File: src/rtl/hex_counter_display.sv
// Hex up/down counter driven by a clock-enable divider, with a registered
// active-low seven-segment display and optional leading-zero blanking.
module hex_counter_display #(
    parameter int NDIGITS = 4,
    parameter int DIV     = 50000000,
    parameter int LZB     = 1
) (
    input  logic                   clk,
    input  logic                   reset,
    input  logic                   en,
    input  logic                   up,
    input  logic                   load,
    input  logic [4*NDIGITS-1:0]   load_val,
    output logic [4*NDIGITS-1:0]   value,
    output logic                   tick,
    output logic                   wrap,
    output logic [7*NDIGITS-1:0]   HEX
);

    localparam int W  = 4 * NDIGITS;
    localparam int HW = 7 * NDIGITS;
    localparam int DW = (DIV > 2) ? $clog2(DIV) : 1;
    localparam logic [DW-1:0] DIV_LAST = DW'(DIV - 1);

    function automatic logic [6:0] seg7(input logic [3:0] nib);
        logic [6:0] s;
        case (nib)
            4'h0: s = 7'h40;
            4'h1: s = 7'h79;
            4'h2: s = 7'h24;
            4'h3: s = 7'h30;
            4'h4: s = 7'h19;
            4'h5: s = 7'h12;
            4'h6: s = 7'h02;
            4'h7: s = 7'h78;
            4'h8: s = 7'h00;
            4'h9: s = 7'h10;
            4'hA: s = 7'h08;
            4'hB: s = 7'h03;
            4'hC: s = 7'h46;
            4'hD: s = 7'h21;
            4'hE: s = 7'h06;
            default: s = 7'h0E;
        endcase
        return s;
    endfunction

    // Display image of a zero count: digit 0 shows "0", upper digits follow LZB.
    function automatic logic [HW-1:0] zero_pattern();
        logic [HW-1:0] p;
        for (int i = 0; i < NDIGITS; i++) begin
            p[7*i +: 7] = (i == 0 || LZB == 0) ? 7'h40 : 7'h7F;
        end
        return p;
    endfunction

    localparam logic [HW-1:0] HEX_RST = zero_pattern();

    logic [DW-1:0] div_cnt_reg, div_cnt_next;
    logic [W-1:0]  value_reg, value_next;
    logic          tick_reg, tick_next;
    logic          wrap_reg, wrap_next;
    logic [HW-1:0] hex_reg, hex_next;

    always_comb begin
        div_cnt_next = div_cnt_reg;
        value_next   = value_reg;
        tick_next    = 1'b0;
        wrap_next    = 1'b0;
        if (load) begin
            value_next   = load_val;
            div_cnt_next = '0;
        end else if (en) begin
            if (div_cnt_reg == DIV_LAST) begin
                div_cnt_next = '0;
                tick_next    = 1'b1;
                if (up) begin
                    value_next = value_reg + W'(1);
                    wrap_next  = (value_reg == {W{1'b1}});
                end else begin
                    value_next = value_reg - W'(1);
                    wrap_next  = (value_reg == '0);
                end
            end else begin
                div_cnt_next = div_cnt_reg + DW'(1);
            end
        end
    end

    // A digit above 0 blanks when it and every more significant nibble is zero.
    generate
        for (genvar gi = 0; gi < NDIGITS; gi++) begin : g_digit
            if (gi == 0) begin : g_lsd
                assign hex_next[6:0] = seg7(value_reg[3:0]);
            end else begin : g_upper
                logic blank;
                assign blank = (LZB != 0) && (value_reg[W-1:4*gi] == '0);
                assign hex_next[7*gi +: 7] = blank ? 7'h7F : seg7(value_reg[4*gi +: 4]);
            end
        end
    endgenerate

    always_ff @(posedge clk or posedge reset) begin
        if (reset) begin
            div_cnt_reg <= '0;
            value_reg   <= '0;
            tick_reg    <= 1'b0;
            wrap_reg    <= 1'b0;
            hex_reg     <= HEX_RST;
        end else begin
            div_cnt_reg <= div_cnt_next;
            value_reg   <= value_next;
            tick_reg    <= tick_next;
            wrap_reg    <= wrap_next;
            hex_reg     <= hex_next;
        end
    end

    assign value = value_reg;
    assign tick  = tick_reg;
    assign wrap  = wrap_reg;
    assign HEX   = hex_reg;

endmodule

File: config.mk
export PLATFORM = sky130hd
export DESIGN_NAME = hex_counter_display
export DESIGN_NICKNAME = d
export VERILOG_FILES = /design/src/rtl/hex_counter_display.sv
export SDC_FILE = /design/constraint.sdc
export NUM_CORES = 1
export LEC_CHECK = 0
export ABC_AREA = 1
export BUFFER_PORTS_ARGS = -buffer_cell sky130_fd_sc_hd__buf_2
export CAP_MARGIN = 20
export CORE_ASPECT_RATIO = 0.5
export CORE_MARGIN = 3
export CORE_UTILIZATION = 50
export DETAILED_ROUTE_END_ITERATION = 8
export PLACE_DENSITY = 0.8
export SETUP_SLACK_MARGIN = 0.1
export SLEW_MARGIN = 40
export SYNTH_ARGS = -nofsm -noshare
export SYNTH_HDL_FRONTEND = slang
export SYNTH_SLANG_ARGS = --single-unit
File: constraint.sdc
create_clock -name clk -period 2.8 [get_ports clk]
set_input_delay 0.56 -clock clk [delete_from_list [all_inputs] [get_ports clk]]
set_output_delay 0.56 -clock clk [all_outputs]
set_load 0.01 [all_outputs]
Word-level counts from Yosys, hierarchy flattened
Memories as Yosys holds them, arrays and structs flattened. A register that Yosys moved wholly into a read port is not among the register bits.
Cells that the tools add are included.
W data, S select, Z words.

word-level totals
  bits in registers = 72
  bits in read-only memories = 448
  input port bits = 21
  output and inout bits = 46
  word-level logic and storage cells = 38
  memories kept = 4

memory list
  memory            depth  bits a word  read ports  clocked after Yosys merged registers in  wr ports  RTL line  text
  (name not given)  16     7            1           0                                        0         27        case (nib)
  (name not given)  16     7            1           0                                        0         27
  (name not given)  16     7            1           0                                        0         27
  (name not given)  16     7            1           1                                        0         27

cells by class
  add/sub/neg operators = 3
  equality and inequality tests = 2
  mux-type cells = 17
  reduce and logical (&&, ||, !) cells = 7

operators by type and width
  cell                     count
  $mux W26                 3
  $mux W16                 4
  $add A26 B1 Y26 const B  1
  $eq A26 B26 Y1 const B   1
  $mux W7                  3
  $add A16 B1 Y16 const B  1
  $eq A16 B16 Y1 const B   1
  $logic_not A16 Y1        1
  $sub A16 B1 Y16 const B  1
  $logic_not A12 Y1        1
  $logic_not A8 Y1         1
  $mux W1                  7
  $logic_not A4 Y1         1
  $reduce_bool A2 Y1       2
  $reduce_and A2 Y1        1

Longest topological paths before layout
Gate-level depths: netlist (run 1).

  depth after elaboration = 5
  depth in mapped cells = 13
  mapped depth without buffers = 13

Worst setup path before layout (run 1)
No wires, ideal clock.

  path kind = input to register
  start = input port up
  end = register value_reg[5] (netlist: value[5])
  setup time = 116 ps
  data arrival time = 1,927 ps
  required time = 2,684 ps
  setup slack = 757 ps
  cell stages on the path = 11
  path buffers = 0
  path through = inv_1 ha_1 nand2_1 nand2_1 nand2_1 nand3_1 or2_2 nand3_1 nand2_1 nand2_1 nand2_1

on the way
  word-level cells in the longest chain between the ends = 4

ends and longest elaborated chain
  element               RTL line  text
  start, declared       11        input logic up,
  $mux W16              77        if (up) begin
  $mux W16              74        if (div_cnt_reg == DIV_LAST) begin
  $mux W16              73        end else if (en) begin
  $mux W16              70        if (load) begin
  end signal, assigned  112       value_reg <= value_next;
  end, declared         60        logic [W-1:0] value_reg, value_next;

Every way passes these cells. The select of a mux whose other input is x is not followed.
A chain may end at the register's enable or synchronous reset.

Worst setup path after layout (run 1)
Same ends and word-level chain as after synthesis.

==> results.toml, run 1 <==
[run_status]
status = "complete, no violations"

[yosys]
syn_nets = 781
syn_avg_cell_area_um2 = 6.97
ys_warn_count = 0
syn_area_um2 = 5040
synth_seq_cells = 72
syn_inst = 723
ys_seq_area_frac = 0.363
ys_types = 41

[power_and_ir_drop]
vdd_drop_max_mv = 0.304
power_leakage_nw = 3.09
power_per_cell_area_nw_per_um2 = 730

[layout]
multiInputGateArea_um2 = 2730
syn_to_final_growth_pct = 15.9
final_common_cell = "nand2_1"
seqCellArea_um2 = 1830
final_util = 0.606
fill_cells = 912
diodes = 0
drive_gt1_frac = 0.157
largest_reg_flops = 28
nNetsFinal = 847
most-common-layout-cells = "230 x nand2_1, 104 x inv_1, 80 x nor2_1, 66 x buf_2, 54 x nand3_1"

[detailed_routing]
drtPass1Iterations = 5
drtAntennaViolNets = 0
drt-initial-drc-count = 328
post-route-drc-count = 0
vias = 4753
wl_mm = 11.6
wl_per_cell_um = 12.5
via_per_inst = 5.12

[global_routing]
grtUsageMet3 = 0.0472
antenna_found_initial = 0
grt_most_used_layer = "met2"
grt_max_degree = 32
grt_pass1_vias = 4391
grt_usage = 0.216
met2_usage = 0.365
use_met1 = 0.285
overflow = 0
grt_pass1_wl_mm = 20.3

[floorplanning]
die_w_um = 148
coreArea_um2 = 9630
ios = 67
start_util = 0.523
die_h_um = 77.0
fp-row-count = 25
die_area_um2 = 11400

[worst_setup_path]
path_common_cell = "nand2_1"
cp.required_ns = 3.03
critPathSlowestCell = "ha_1"
cp-end-kind = "flip-flop"
cp_max_fo = 14
crit_chain = "buf_2, inv_1, ha_1, nand2_1, nand2_1, nand2_1, nand3_1, or2_2, nand3_1, nand2_1, nand2_1, nand2_1"
slowest_delay_ns = 0.40
cp.arrival_ns = 2.38
path_class = "primary input to flip-flop"
critical-path-top-delay-family = "simple AND/OR/NAND/NOR gates"
startpoint_type = "primary input"
cp_num_buf_inv = 2

[sta]
fin_ws_ns = 0.656
setup_viol_count_final = 0
tns_ns = 0
tightest_slew_ns = 0.675
skew_ns = 0.00679
slew_violations = 0
max_slew_margin = 0.549
fmax_ghz = 0.466
timing.final.crit_period_ns = 2.14
hold_viol_final = 0
period_share = 0.766
rsz0062_at_grt = "false"

[clocking]
clk_path_buf_depth = 2
numClockSinks = 72
insertion_delay_ns = 0.34
h-tree-depth = 3
cts_inserted_buffers = 9
cts_tree = "yes"
cts_hold_buf = 0
post-cts-setup-buffers = 0
cts-resized-gates = 0
clkTransAtPathRegs_ns = 0.06
root_buffer = "clkbuf_16"

[run]
drv_cap = 0

[hold_path]
hold_class = "primary input to async pin"

[placed_design]
numPortBuffers = 66
dp_hpwl_mm = 8.69
gp_congestion = 0.953
pre_cts_ws_ns = 0.325
cell families after synthesis:
kind of cell	synth area share
muxes	0.00199
and+or+nand+nor	0.334
adders and majority gates	0.0934
DFF	0.363
AOI/OAI and AO/OA	0.0921
xor gates and xnor gates	0.0209
buffers and inverters	0.0946
synth_stat cells, drive strengths merged:
| cell | number | area (um^2) |
|---|---|---|
| a21oi | 20 | 100 |
| a22oi | 1 | 7.51 |
| a311oi | 1 | 8.76 |
| a31oi | 2 | 12.5 |
| a32o | 1 | 10.0 |
| and2 | 1 | 6.26 |
| buf | 6 | 45.0 |
| clkbuf | 9 | 33.8 |
| dfrtp | 50 | 1250 |
| dfstp | 22 | 578 |
| fa | 1 | 20.0 |
| ha | 36 | 450 |
| inv | 106 | 398 |
| mux2i | 1 | 10.0 |
| nand2 | 234 | 893 |
| nand3 | 56 | 290 |
| nand3b | 2 | 15.0 |
| nand4 | 8 | 50.1 |
| nor2 | 86 | 343 |
| nor3 | 13 | 65.1 |
| nor3b | 1 | 7.51 |
| o2111ai | 2 | 17.5 |
| o211ai | 6 | 45.0 |
| o21a | 1 | 7.51 |
| o21ai | 32 | 171 |
| o221ai | 2 | 17.5 |
| o22ai | 5 | 31.3 |
| o311ai | 4 | 35.0 |
| or2 | 2 | 12.5 |
| xnor2 | 3 | 26.3 |
| xor2 | 9 | 78.8 |
report_power, final:
part,leakage (nW),switching [mW],internal (mW)
sequential,0.889,0.187,1.35
clock,0.171,0.442,0.809
combinational,2.03,0.913,0.565
total,3.09,1.54,2.72
cell type report:
cell class | instances | area share
sequential | 72 | 0.313
inverter | 106 | 0.0681
clock buffer | 14 | 0.0561
tap | 135 | 0.0289
multi-input combinational | 530 | 0.468
timing repair buffer | 70 | 0.0638
clock inverter | 2 | 0.00193
per-layer routing:
metal | routed length (um) | vias up
li1 | - | 2431
met1 | 5360 | 2172
met5 | 0 | -
met3 | 661 | 17
met2 | 5480 | 133
met4 | 143 | 0
path summary, 6_finish.rpt:
path | from | to | slack, ns | cells past startpoint
worst max-delay path | up | value[5] | 0.66 | 12
min in group clk | load_val[4] | value[4] | 0.51 | 3
max in group asynchronous | reset | HEX[19] | 1.81 | 3
worst min register to register | div_cnt_reg[1] | div_cnt_reg[1] | 0.53 | 2
worst min-delay path | reset | value[3] | 0.29 | 2
worst max register to register | value[0] | value[8] | 0.72 | 12
through the flow:
| step | cell area, um^2 | power, mW | hold WS [ns] | cells |
|---|---|---|---|---|
| after global routing | 5840 | 4.59 | 0.337 | 929 |
| after global placement | 5500 | 2.97 | 0.512 | 913 |
| after floorplan | 5040 | 2.55 | 0.493 | 723 |
| final | 5840 | 4.27 | 0.286 | 929 |
| after detailed placement | 5500 | 3.02 | 0.521 | 913 |
| after CTS | 5840 | 4.29 | 0.301 | 929 |
Note: power is estimated with default switching activity, not from simulation.
==> run 2, diff against run 1 <==
--- a/config.mk
+++ b/config.mk
@@ -5,7 +5,7 @@
 export SDC_FILE = /design/constraint.sdc
 export NUM_CORES = 1
 export LEC_CHECK = 0
-export ABC_AREA = 1
+export ABC_AREA = 0
 export BUFFER_PORTS_ARGS = -buffer_cell sky130_fd_sc_hd__buf_2
 export CAP_MARGIN = 20
 export CORE_ASPECT_RATIO = 0.5
==> constraint.sdc (replaced) <==
create_clock -name clk -period 2 [get_ports clk]
set_input_delay 0.4 -clock clk [delete_from_list [all_inputs] [get_ports clk]]
set_output_delay 0.4 -clock clk [all_outputs]
set_load 0.01 [all_outputs]
==> results.toml, run 2 <==
[yosys]
syn_area_um2 = 4520
synth_seq_cells = 72
syn_avg_cell_area_um2 = 9.28
yosys-top-cells-area = "dfrtp_1 28%, dfstp_2 13%, ha_1 10%"
ys_types = 56
syn_inst = 487
synth_edf_count = 0
syn_nets = 545
ys_seq_area_frac = 0.405
synth_common_cells = "50 x dfrtp_1, 50 x nor2_1, 45 x nand2_1"
yosysTopAreaCellShare = 0.277
synthArstFlopShare = 1.00
synth_flop_cell = "dfrtp_1"
ys_warn_count = 0
yosys.area.top_type = "dfrtp_1"

[layout]
final_common_cell = "buf_4"
multiInputGateArea_um2 = 2720
fill_cells = 540
drive_gt1_frac = 0.385
largest_reg_flops = 28
diodes = 0
seqCellArea_um2 = 1830
final_cells = 751
most-common-layout-cells = "80 x buf_4, 65 x buf_2, 48 x nor2_1, 46 x dfrtp_1, 45 x nand2_1"
nNetsFinal = 692
final_util = 0.739
syn_to_final_growth_pct = 37.0

[clocking]
cts_tree = "yes"
clkTransAtPathRegs_ns = 0.06
insertion_delay_ns = 0.34
numClockSinks = 72
clk_path_buf_depth = 2
root_buffer = "clkbuf_16"
cts_inserted_buffers = 9
h-tree-depth = 3

[detailed_routing]
post-route-drc-count = 0
drtPass1Iterations = 5
via_per_inst = 5.75
wl_mm = 13.7
drtAntennaViolNets = 0
drt-initial-drc-count = 395
wl_per_cell_um = 18.2
vias = 4322

[floorplanning]
die_h_um = 73.2
die_w_um = 140
ios = 67
coreArea_um2 = 8370
fp-row-count = 23
die_area_um2 = 10300
start_util = 0.540

[global_routing]
grt_max_degree = 73
overflow = 0
grt_usage = 0.249
grt_pass1_wl_mm = 20.2
grt_pass1_vias = 4087
antenna_found_initial = 0

[worst_setup_path]
path_class = "flip-flop to flip-flop"
critPathSlowestCell = "dfrtp_1"
slowest_delay_ns = 0.42
cp_max_fo = 4
crit_cells = 9
reg2reg_depth = 9
cp-end-kind = "flip-flop"
crit_chain = "ha_4, o211ai_1, o211ai_1, buf_4, nand3_2, o211a_1, xnor2_2, mux2i_1, o21ai_0"
critical-path-top-delay-family = "compound AO/OA/AOI/OAI gates"
path_common_cell = "o211ai_1"
cp_num_buf_inv = 1
startpoint_type = "flip-flop"
cp.arrival_ns = 2.69
cp.required_ns = 2.23

[sta]
skew_ns = 0.00478
setup_viol_count_final = 9
fmax_ghz = 0.407
tightest_slew_ns = 0.473
timing.final.crit_period_ns = 2.45
period_share = 1.23
tns_ns = -1.67
slew_violations = 0
hold_viol_final = 0
rsz0062_at_grt = "true"
fin_ws_ns = -0.454
max_slew_margin = 0.684

[run]
drv_cap = 0

[power_and_ir_drop]
power_per_cell_area_nw_per_um2 = 775
vdd_drop_max_mv = 0.427
power_leakage_nw = 2.97
finalPower_mw = 4.79

[placed_design]
dp.cells = 712
numPortBuffers = 66
dp_hpwl_mm = 8.16
pre_cts_ws_ns = -0.597
gp_congestion = 0.871

[hold_path]
hold_class = "primary input to async pin"

[run_status]
status = "finished with violations"
violations = "setup timing"
[run 2: cell types whose count changed in the layout (fill, tap and decap cells not counted), sizes merged, moves of 7 or more]
cell | previous run | this run
nand3 | 56 | 17
xnor2 | 3 | 10
mux2i | 1 | 13
inv | 107 | 26
nor2 | 86 | 50
buf | 70 | 154
a21oi | 20 | 28
nand2b | 0 | 9
xor2 | 9 | 24
nand2 | 234 | 46
[run 2: cell type report]
cell class	instances	share of cell area
Inverter	26	0.0170
Clock buffer	9	0.0364
Clock inverter	7	0.0164
Sequential cell	72	0.296
Timing Repair inverter	1	0.00121
Timing Repair Buffer	154	0.170
Tap cell	112	0.0226
Multi-Input combinational cell	370	0.440
[run 2: cell families (layout without fill, tap and decap cells)]
group	after synthesis	count (layout)	share of synthesized area
simple gates	175	175	0.192
compound gates	104	104	0.141
flops	72	72	0.405
buf+inv	45	197	0.0388
fa+ha+maj	37	37	0.104
xor+xnor	34	34	0.0659
mux	20	20	0.0537
[run 2: final timing paths]
check                                     from         endpoint  slack (ns)
worst max register to register        value[3]        value[11]       -0.45
max in group asynchronous                reset          HEX[11]        1.49
min in group clk                   load_val[4]         value[4]        0.27
worst min-delay path                     reset  div_cnt_reg[25]        0.14
worst max-delay path                  value[3]        value[11]       -0.45
worst min register to register  div_cnt_reg[5]   div_cnt_reg[5]        0.54
[run 2: routing by layer]
metal  GRT usage  part of all wire  wire length [um]  vias up
met5           0                 0                 0        -
met4      0.0784             0.027               372        0
met3      0.0602             0.063               858       35
met2       0.423              0.49              6710      184
met1       0.321              0.42              5760     2097
li1            -                 -                 -     2006
[run 2: power breakdown]
group / total, mW / internal, mW / switching (mW) / leakage (nW)
combinational: 1.34 / 0.613 / 0.723 / 1.93
clock: 1.75 / 1.10 / 0.651 / 0.153
sequential: 1.70 / 1.64 / 0.0668 / 0.883
[run 2: metrics by stage]
step / instance area [um^2] / hold slack, ns
2_1_floorplan: 4530 / 0.497
3_3_place_gp: 5430 / 0.515
3_5_place_dp: 5430 / 0.533
4_1_cts: 6000 / 0.178
5_1_grt: 6190 / 0.195
6_report: 6190 / 0.142
[run 2: worst register-to-register path: stages (launching register included)]
cell      delay [ns]
dfrtp_1         0.42
ha_4            0.31
o211ai_1        0.13
o211ai_1        0.35
buf_4           0.20
nand3_2         0.11
o211a_1         0.32
xnor2_2         0.19
mux2i_1         0.11
o21ai_0         0.22
[run 2: what timing repair did]
action,CTS,global route
hold endpoints to repair,0,0
setup buffers,11,10
endpoints found under the setup margin,15,35
pin swaps,19,19
resized for setup,32,25
hold buffers,0,0
cloned,1,1
==> run 3, diff against run 2 <==
--- a/config.mk
+++ b/config.mk
@@ -13,8 +13,10 @@
 export CORE_UTILIZATION = 50
 export DETAILED_ROUTE_END_ITERATION = 8
 export PLACE_DENSITY = 0.8
+export REMOVE_ABC_BUFFERS = 1
 export SETUP_SLACK_MARGIN = 0.1
 export SLEW_MARGIN = 40
 export SYNTH_ARGS = -nofsm -noshare
 export SYNTH_HDL_FRONTEND = slang
 export SYNTH_SLANG_ARGS = --single-unit
+export TNS_END_PERCENT = 20
==> results.toml, run 3 (same netlist as run 2, synthesis figures left out) <==
[run_status]
status = "finished with violations"
violations = "setup timing"

[power_and_ir_drop]
vdd_drop_max_mv = 0.520
power_per_cell_area_nw_per_um2 = 782
power_leakage_nw = 2.95

[detailed_routing]
vias = 4317
drt-initial-drc-count = 328
wl_mm = 12.9
wl_per_cell_um = 17.4
post-route-drc-count = 0
via_per_inst = 5.79
drtPass1Iterations = 7
drtAntennaViolNets = 0

[global_routing]
grt_usage = 0.244
grt_pass1_vias = 3960
overflow = 0
grt_max_degree = 45
antenna_found_initial = 0
grt_pass1_wl_mm = 19.7

[layout]
multiInputGateArea_um2 = 2670
seqCellArea_um2 = 1830
drive_gt1_frac = 0.363
syn_to_final_growth_pct = 34.4
fill_cells = 548
diodes = 0
final_common_cell = "buf_4"
most-common-layout-cells = "79 x buf_4, 66 x buf_2, 48 x nor2_1, 47 x dfrtp_1, 45 x nand2_1"
largest_reg_flops = 28
nNetsFinal = 687

[floorplanning]
fp-row-count = 23
ios = 67
die_area_um2 = 10300
die_h_um = 73.2
coreArea_um2 = 8370
start_util = 0.540
die_w_um = 140

[worst_setup_path]
reg2reg_depth = 9
path_class = "primary input to flip-flop"
cp-end-kind = "flip-flop"
rrSetupSlack_ns = -0.23
cp_max_fo = 5
cp.required_ns = 2.22
cp.arrival_ns = 2.47
timing.rr.end = "value[14]"
r2r-start = "value[3]"
startpoint_type = "primary input"

[clocking]
clk_path_buf_depth = 2
insertion_delay_ns = 0.34
clkTransAtPathRegs_ns = 0.06
cts_tree = "yes"
cts_hold_buf = 0
h-tree-depth = 3
numClockSinks = 72
cts_inserted_buffers = 9
root_buffer = "clkbuf_16"

[sta]
tns_ns = -1.40
skew_ns = 0.00726
timing.final.crit_period_ns = 2.25
rsz0062_at_grt = "true"
slew_violations = 0
max_slew_margin = 0.668
period_share = 1.13
tightest_slew_ns = 0.497
fin_ws_ns = -0.250
setup_viol_count_final = 9
fmax_ghz = 0.444
hold_viol_final = 0

[placed_design]
gp_congestion = 0.887
dp_hpwl_mm = 8.08
pre_cts_ws_ns = -0.408
numPortBuffers = 66

[run]
drv_cap = 0

[hold_path]
hold_class = "primary input to async pin"
run 3: worst max-delay path, cell delays in order:
cell and delay [ns]:
buf_2 0.11, inv_2 0.13, buf_4 0.18, ha_1 0.27, o21a_1 0.20, o31a_1 0.14
o21ai_2 0.15, o211ai_1 0.11, buf_4 0.16, a311oi_2 0.29, xor2_1 0.21, o21ai_1 0.09
run 3: routing by layer:
layer  GRT usage  vias to the layer above  part of all wire  wire length, um
met5           0                        -                 0                0
met2       0.413                      211              0.48             6220
met1       0.312                     2060              0.42             5430
li1            -                     1998                 -                -
met4      0.0859                        0             0.030              389
met3      0.0556                       48             0.069              897
run 3: area by class of cell:
cell class,count,share of cell area
multi-input combinational,370,0.440
timing repair buffer,150,0.166
sequential,72,0.302
inverter,26,0.0161
clock buffer,12,0.0423
clock inverter,3,0.0107
tap,112,0.0231
run 3: how the worst max path moves through the flow:
stage	from	endpoint	slack (ns)	cells past startpoint
finish	up	value[14]	-0.25	12
global route	value[1]	value[14]	-0.30	10
CTS	value[1]	value[15]	-0.13	8
detailed placement	up	value[15]	-0.41	11
global placement	up	value[14]	-0.36	11
floorplan	up	value[14]	-0.37	9
run 3: power breakdown:
| part | switching [mW] | total (mW) | leakage, nW | internal, mW |
|---|---|---|---|---|
| sequential | 0.0577 | 1.70 | 0.884 | 1.64 |
| combinational | 0.712 | 1.31 | 1.90 | 0.596 |
| clock | 0.596 | 1.75 | 0.159 | 1.15 |
| total | 1.37 | 4.75 | 2.95 | 3.38 |
run 3: repair_timing:
action                                  in CTS  in global routing
gates cloned                                 0                  0
pin swaps                                   13                 13
endpoints found under the setup margin      14                 27
setup buffers                                8                  1
resized for setup                           16                 27
run 3: through the flow:
step | utilization | area, um^2 | instances | total power [mW] | hold slack, ns
finish | 0.725 | 6070 | 745 | 4.75 | 0.0900
CTS | 0.710 | 5950 | 744 | 4.66 | 0.107
detailed placement | 0.658 | 5510 | 721 | 2.85 | 0.452
global route | 0.725 | 6070 | 745 | 4.95 | 0.133
global placement | 0.658 | 5510 | 721 | 2.82 | 0.454
floorplan | - | 4440 | 468 | 2.36 | 0.463
